## config.mk

```make
export PLATFORM = sky130hd
export DESIGN_NAME = csa_accum_ctrl
export DESIGN_NICKNAME = d
export VERILOG_FILES = /design/src/rtl/csa_accum_ctrl.sv
export SDC_FILE = /design/constraint.sdc
export NUM_CORES = 1
export LEC_CHECK = 0
export CORE_MARGIN = 1.5
export CORE_UTILIZATION = 45
export CTS_CLUSTER_SIZE = 40
export DETAILED_ROUTE_END_ITERATION = 7
export PLACE_DENSITY = 0.74
export SLEW_MARGIN = 20
export SYNTH_ARGS = -nofsm -noshare
export SYNTH_HDL_FRONTEND = slang
export SYNTH_SLANG_ARGS = --single-unit
```

## constraint.sdc

```tcl
create_clock -name clk -period 5.1 [get_ports clk]
set_input_delay 1.53 -clock clk [delete_from_list [all_inputs] [get_ports clk]]
set_output_delay 1.53 -clock clk [all_outputs]
set_load 0.05 [all_outputs]
```

## src/rtl/csa_accum_ctrl.sv

```systemverilog
// csa_accum_ctrl
// ---------------------------------------------------------------------------
// Multi-operand accumulator controller. Operands arrive one at a time over a
// valid/ready handshake. Each accepted operand goes through a 3:2 carry-save
// compression into a redundant (sum, carry) register pair. When the last
// operand has been folded in, the pair is resolved once with a carry-propagate
// add. The result is then offered on an output handshake.
//
// Handshake rule, which applies to both sides: a transfer happens on a rising
// clk edge where valid and ready are both high. valid, once raised, is not
// lowered before the transfer. ready may depend on state but never on valid.
//
// Ports
//   clk        clock, rising edge
//   rst        synchronous active-high reset
//   in_valid   operand valid
//   in_ready   operand can be accepted (IDLE / ACCUM)
//   in_data    unsigned operand, zero-extended to ACC_WIDTH
//   in_last    final operand of the accumulation
//   out_valid  result valid (DONE)
//   out_ready  consumer takes the result
//   out_sum    resolved sum modulo 2^ACC_WIDTH
//   out_count  number of operands folded in
//   out_trunc  accumulation was cut off at MAX_OPS
//   busy       high in every state except IDLE
//   dbg_state  current FSM state encoding, for observation only
// ---------------------------------------------------------------------------
module csa_accum_ctrl #(
   parameter int IN_WIDTH  = 16,
   parameter int ACC_WIDTH = 24,
   parameter int MAX_OPS   = 256,
   localparam int CNT_W    = $clog2(MAX_OPS + 1)
) (
   input  logic                 clk,
   input  logic                 rst,
   input  logic                 in_valid,
   output logic                 in_ready,
   input  logic [IN_WIDTH-1:0]  in_data,
   input  logic                 in_last,
   output logic                 out_valid,
   input  logic                 out_ready,
   output logic [ACC_WIDTH-1:0] out_sum,
   output logic [CNT_W-1:0]     out_count,
   output logic                 out_trunc,
   output logic                 busy,
   output logic [1:0]           dbg_state
);

   typedef enum logic [1:0] {
      IDLE    = 2'd0,
      ACCUM   = 2'd1,
      RESOLVE = 2'd2,
      DONE    = 2'd3
   } state_t;

   localparam logic [CNT_W-1:0] MAX_CNT = CNT_W'(MAX_OPS);

   state_t               state_q, state_d;
   logic [ACC_WIDTH-1:0] s_q, s_d;
   logic [ACC_WIDTH-1:0] c_q, c_d;
   logic [CNT_W-1:0]     cnt_q, cnt_d;
   logic [ACC_WIDTH-1:0] sum_q, sum_d;
   logic [CNT_W-1:0]     count_q, count_d;
   logic                 trunc_q, trunc_d;

   logic                 accept;
   logic [ACC_WIDTH-1:0] x;
   logic [ACC_WIDTH-1:0] s_base;
   logic [ACC_WIDTH-1:0] c_base;
   logic [CNT_W-1:0]     cnt_base;
   logic [CNT_W-1:0]     cnt_inc;

   assign in_ready  = (state_q == IDLE) || (state_q == ACCUM);
   assign out_valid = (state_q == DONE);
   assign busy      = (state_q != IDLE);
   assign accept    = in_valid & in_ready;
   assign out_sum   = sum_q;
   assign out_count = count_q;
   assign out_trunc = trunc_q;
   assign dbg_state = state_q;

   always_ff @(posedge clk) begin
      if (rst) begin
         state_q <= IDLE;
         s_q     <= '0;
         c_q     <= '0;
         cnt_q   <= '0;
         sum_q   <= '0;
         count_q <= '0;
         trunc_q <= 1'b0;
      end else begin
         state_q <= state_d;
         s_q     <= s_d;
         c_q     <= c_d;
         cnt_q   <= cnt_d;
         sum_q   <= sum_d;
         count_q <= count_d;
         trunc_q <= trunc_d;
      end
   end

   always_comb begin
      state_d = state_q;
      s_d     = s_q;
      c_d     = c_q;
      cnt_d   = cnt_q;
      sum_d   = sum_q;
      count_d = count_q;
      trunc_d = trunc_q;

      // An accept in IDLE starts a fresh accumulation. Whatever is left in
      // the S/C/count registers from the previous run is ignored.
      x        = ACC_WIDTH'(in_data);
      s_base   = (state_q == IDLE) ? '0 : s_q;
      c_base   = (state_q == IDLE) ? '0 : c_q;
      cnt_base = (state_q == IDLE) ? '0 : cnt_q;
      cnt_inc  = cnt_base + CNT_W'(1);

      case (state_q)
         IDLE, ACCUM: begin
            if (accept) begin
               // 3:2 compression. The carry word is shifted left one bit,
               // and its top bit falls off, which gives modulo 2^ACC_WIDTH.
               s_d   = s_base ^ c_base ^ x;
               c_d   = ((s_base & c_base) | (s_base & x) | (c_base & x)) << 1;
               cnt_d = cnt_inc;
               if (in_last) begin
                  state_d = RESOLVE;
               end else if (cnt_inc == MAX_CNT) begin
                  state_d = RESOLVE;
                  trunc_d = 1'b1;
               end else begin
                  state_d = ACCUM;
               end
            end
         end
         RESOLVE: begin
            sum_d   = s_q + c_q;
            count_d = cnt_q;
            state_d = DONE;
         end
         DONE: begin
            if (out_ready) begin
               state_d = IDLE;
               cnt_d   = '0;
               trunc_d = 1'b0;
            end
         end
         default: state_d = IDLE;
      endcase
   end

endmodule
```

==> impl_summary.txt <==
----------------------------------------------------
[Outcome]
  Result of the run ... finished clean

[Hold path]
  Class of the worst hold path ... flop to flop

[CTS]
  Quantity of gates resized following cts ... 0
  Number of clock buffers inserted by TritonCTS ... 9
  Clock latency on the worst-skew pair ... 0.35 ns
  H-tree depth ... 3
  Number of clock sinks ... 92
  Buffers inserted by post-CTS timing repair ... 0
  CTS Root Cell ... clkbuf_16
  Clock tree from TritonCTS ... yes
  Clock-pin slew of the registers on the worst-case setup and hold paths ... 0.07 ns
  CTS max path bufs ... 2
  Total of hold buffers inserted after clock tree synthesis ... 0

[STA]
  Min Clock Period, post-route ... 3.543 ns
  Final critical-path share of the clock period ... 69.47%
  Slew at the pin closest to its max-slew limit ... 0.6563 ns
  Slew Viols, Final ... 0
  Final Setup Violations ... 0
  Count of final hold-check violations ... 0
  Unrepaired setup endpoints after global routing ... no
  Timing-limited maximum frequency ... 282.3 MHz
  Clock Skew ... 0.009520 ns
  Post-route setup TNS ... 0 ns
  Slew Limit Headroom ... 56.25%

[Global routing]
  Antenna violations before repair ... 0
  Overflow left after global routing ... 0
  Largest net degree at the start of global routing ... 64
  Global Route Usage Sum ... 21.55%
  Number of global-route vias before repair ... 4210
  Wire length of the first global-routing pass ... 20220 um

[Power and ir drop]
  Static power due to leakage ... 2.415 nW
  Power Internal ... 1.153 mW
  Part of the power in registers ... 46.3%
  Switching share of total power ... 29.06%
  Total power ... 1.625 mW
  Highest ir drop seen on vdd ... 0.1569 mV
  Clock network power share ... 40.5%
  Part of the total power dissipated in combinational logic ... 13.2%
  Power Density ... 267.9 nW/um2
  Sw power ... 472.3 uW

[Finish]
  Signed area change from the synthesized netlist to the final layout ... 19.14%
  Fill cell count ... 1022
  Share of final-layout standard cells stronger than drive strength 1 ... 4.572%
  Total inserted antenna cells ... 0
  Final #Nets ... 741
  Post-Layout Inst Area ... 6066 um2

[Placed design]
  Placed Instance Area ... 5771 um2
  Total of buffers placed on input and output ports ... 59
  HPWL reported at the end of detailed placement ... 8729 um
  Last weighted congestion value of the routability-driven placer ... 0.8659

[Route]
  DRT iter0 DRCs ... 244
  Initial DRT Pass Iterations ... 5
  DRC errors left ... 0
  Post-detailed-routing wire length ... 12150 um
  Number of vias per cell after detailed routing ... 5.515
  Average wire per cell in the routed design ... 14.85 um
  Via count ... 4511
  Antenna-violating nets left ... 0

[Flow run]
  Max cap viols ... 0

[Synthesis]
  Synthesis-stage register bit count ... 92
  Yosys cell types ... 50
  Average cell area after synthesis ... 8.056 um2
  Leading area contributor after synthesis ... dfxtp_1
  Post-synth net total ... 700
  Top cells by area in the synthesized netlist ... dfxtp_1 36%, nand2_1 11%, a21oi_1 9.3%
  Summed instance area of the synthesized netlist ... 5091 um2
  Number of synthesized flops with an enable pin ... 0
  Async set-or-reset flop fraction in the synthesized netlist ... 0%
  Number of cells produced by synthesis ... 632
  Yosys top cell area share ... 36.18%
  Share of synthesized area occupied by flip-flops and latches ... 36.18%
  Total number of yosys warnings ... 0
  Commonest register cell after synthesis ... dfxtp_1

[Worst setup path]
  Critical path's slowest cell ... clkdlybuf4s50_1
  Cells along the critical path ... nor2_1 -> inv_2 -> clkdlybuf4s50_1
  Required time of the critical path ... 3.57 ns
  Max stage delay on crit path ... 0.73 ns
  Setup crit end kind ... output port
  Crit Path Category ... flop to output port
  Sort of element at the start of the critical path ... flop
  Worst-path maximum fanout ... 6
  Endpoint arrival time on the critical path ... 2.01 ns

[Floorplan]
  Starting utilization of the core area ... 46.56%
  Overall die area ... 11960 um2
  Die span in x ... 109.4 um
  FP Rows ... 38
  Top Ports ... 60
  Die height ... 109.4 um
  Placeable Area ... 10940 um2

----------------------------------------------------
-- placed cells by master, fill, tap and decap left out, types with 2 or more instances in the layout --
cell type,netlist,final
a211oi_1,7,7
a21o_1,11,11
a21oi_1,95,95
a22o_1,4,4
a22oi_1,5,5
a311oi_1,4,4
a31oi_1,10,10
and2_1,46,46
buf_4,0,8
clkbuf_16,0,9
clkdlybuf4s50_1,0,58
clkinv_4,0,2
dfxtp_1,92,92
fa_1,16,16
ha_1,31,31
inv_1,5,5
inv_8,0,3
nand2_1,153,153
nand2b_1,3,3
nand3_1,9,9
nand4_1,2,2
nand4b_1,2,2
nor2_1,27,26
nor2b_1,5,4
nor3_1,4,4
nor4_1,2,2
o21a_1,3,3
o21ai_0,11,11
o21ai_1,5,5
o21bai_1,4,4
or3_1,3,3
xnor2_1,15,15
xor2_1,4,4
-- sequential cells by signal (all words and copies together), names as in the netlist --
register and count:
out_sum 24, s_q 24, c_q 23, cnt_q 9, out_count 9, dbg_state 2
out_trunc 1
-- worst max-delay path, delay by kind of cell, from the launching register on --
family	cells	cell delay (ns)
AND/OR/NAND/NOR	1	0.43
buffers and inverters	2	0.85
flip-flops	1	0.38
-- through the flow --
stage | hold WS (ns) | utilization (%) | instances | setup WS [ns]
6_report | 0.4518 | 55.47 | 818 | 1.557
3_3_place_gp | 0.4412 | 52.77 | 802 | 1.730
3_5_place_dp | 0.4475 | 52.77 | 802 | 1.661
5_1_grt | 0.4664 | 55.47 | 818 | 1.478
4_1_cts | 0.4553 | 55.45 | 818 | 1.543
2_1_floorplan | 0.4406 | - | 632 | 1.965
-- layout make-up --
type | instances | area [um2] | share of cell area, %
Multi-Input combinational cell | 498 | 3093 | 50.99
Sequential cell | 92 | 1842 | 30.36
Timing Repair Buffer | 66 | 640.6 | 10.56
Clock inverter | 7 | 67.56 | 1.114
Tap cell | 140 | 175.2 | 2.888
Inverter | 6 | 22.52 | 0.3713
Clock buffer | 9 | 225.2 | 3.713
-- Yosys cell counts (all sizes together), types with 2 or more instances --
master / number
a211oi: 7
a21boi: 2
a21o: 11
a21oi: 96
a22o: 4
a22oi: 5
a311oi: 4
a31oi: 10
and2: 46
buf: 6
clkbuf: 30
dfxtp: 92
fa: 16
ha: 31
inv: 6
nand2: 153
nand2b: 3
nand3: 9
nand4: 2
nand4b: 2
nor2: 27
nor2b: 5
nor3: 4
nor4: 2
o21a: 3
o21ai: 16
o21bai: 4
or3: 3
xnor2: 15
xor2: 4
-- power by group through the flow --
| stage | Combinational, mW | Sequential, mW | Clock (mW) |
|---|---|---|---|
| floorplan | 0.124 | 0.784 | 0 |
| global placement | 0.208 | 0.768 | 0 |
| detailed placement | 0.213 | 0.769 | 0 |
| CTS | 0.215 | 0.753 | 0.668 |
| global route | 0.237 | 0.755 | 0.695 |
| finish | 0.214 | 0.753 | 0.658 |
-- cell families after synthesis --
| kind of cell | count (synthesis) | share of synthesized area [%] |
|---|---|---|
| AO/OA/AOI/OAI | 169 | 19.73 |
| XOR/XNOR | 19 | 3.269 |
| adder cells (fa/ha/maj) | 47 | 13.91 |
| buffers and inverters | 42 | 3.268 |
| flip-flops | 92 | 36.18 |
| multiplexers | 1 | 0.1966 |
| AND/OR/NAND/NOR | 262 | 23.45 |
-- layer usage --
layer  global-route usage [%]  vias to the layer above  share of wire (%)
met1                    28.93                     2141                 45
met4                    7.792                        0                1.0
met2                    35.49                      122                 48
met5                        0                        -                  0
met3                    2.786                       10                5.4
li1                         -                     2238                  -
-- final timing paths --
path | start | endpoint | slack (ns) | depth (start not counted)
worst min-delay path | out_sum[9] | out_sum[9] | 0.45 | 2
worst max register to register | dbg_state[0] | dbg_state[0] | 2.42 | 10
worst max-delay path | dbg_state[1] | busy | 1.56 | 3
worst min register to register | out_sum[9] | out_sum[9] | 0.45 | 2
Power figures use the tool's default switching activity.
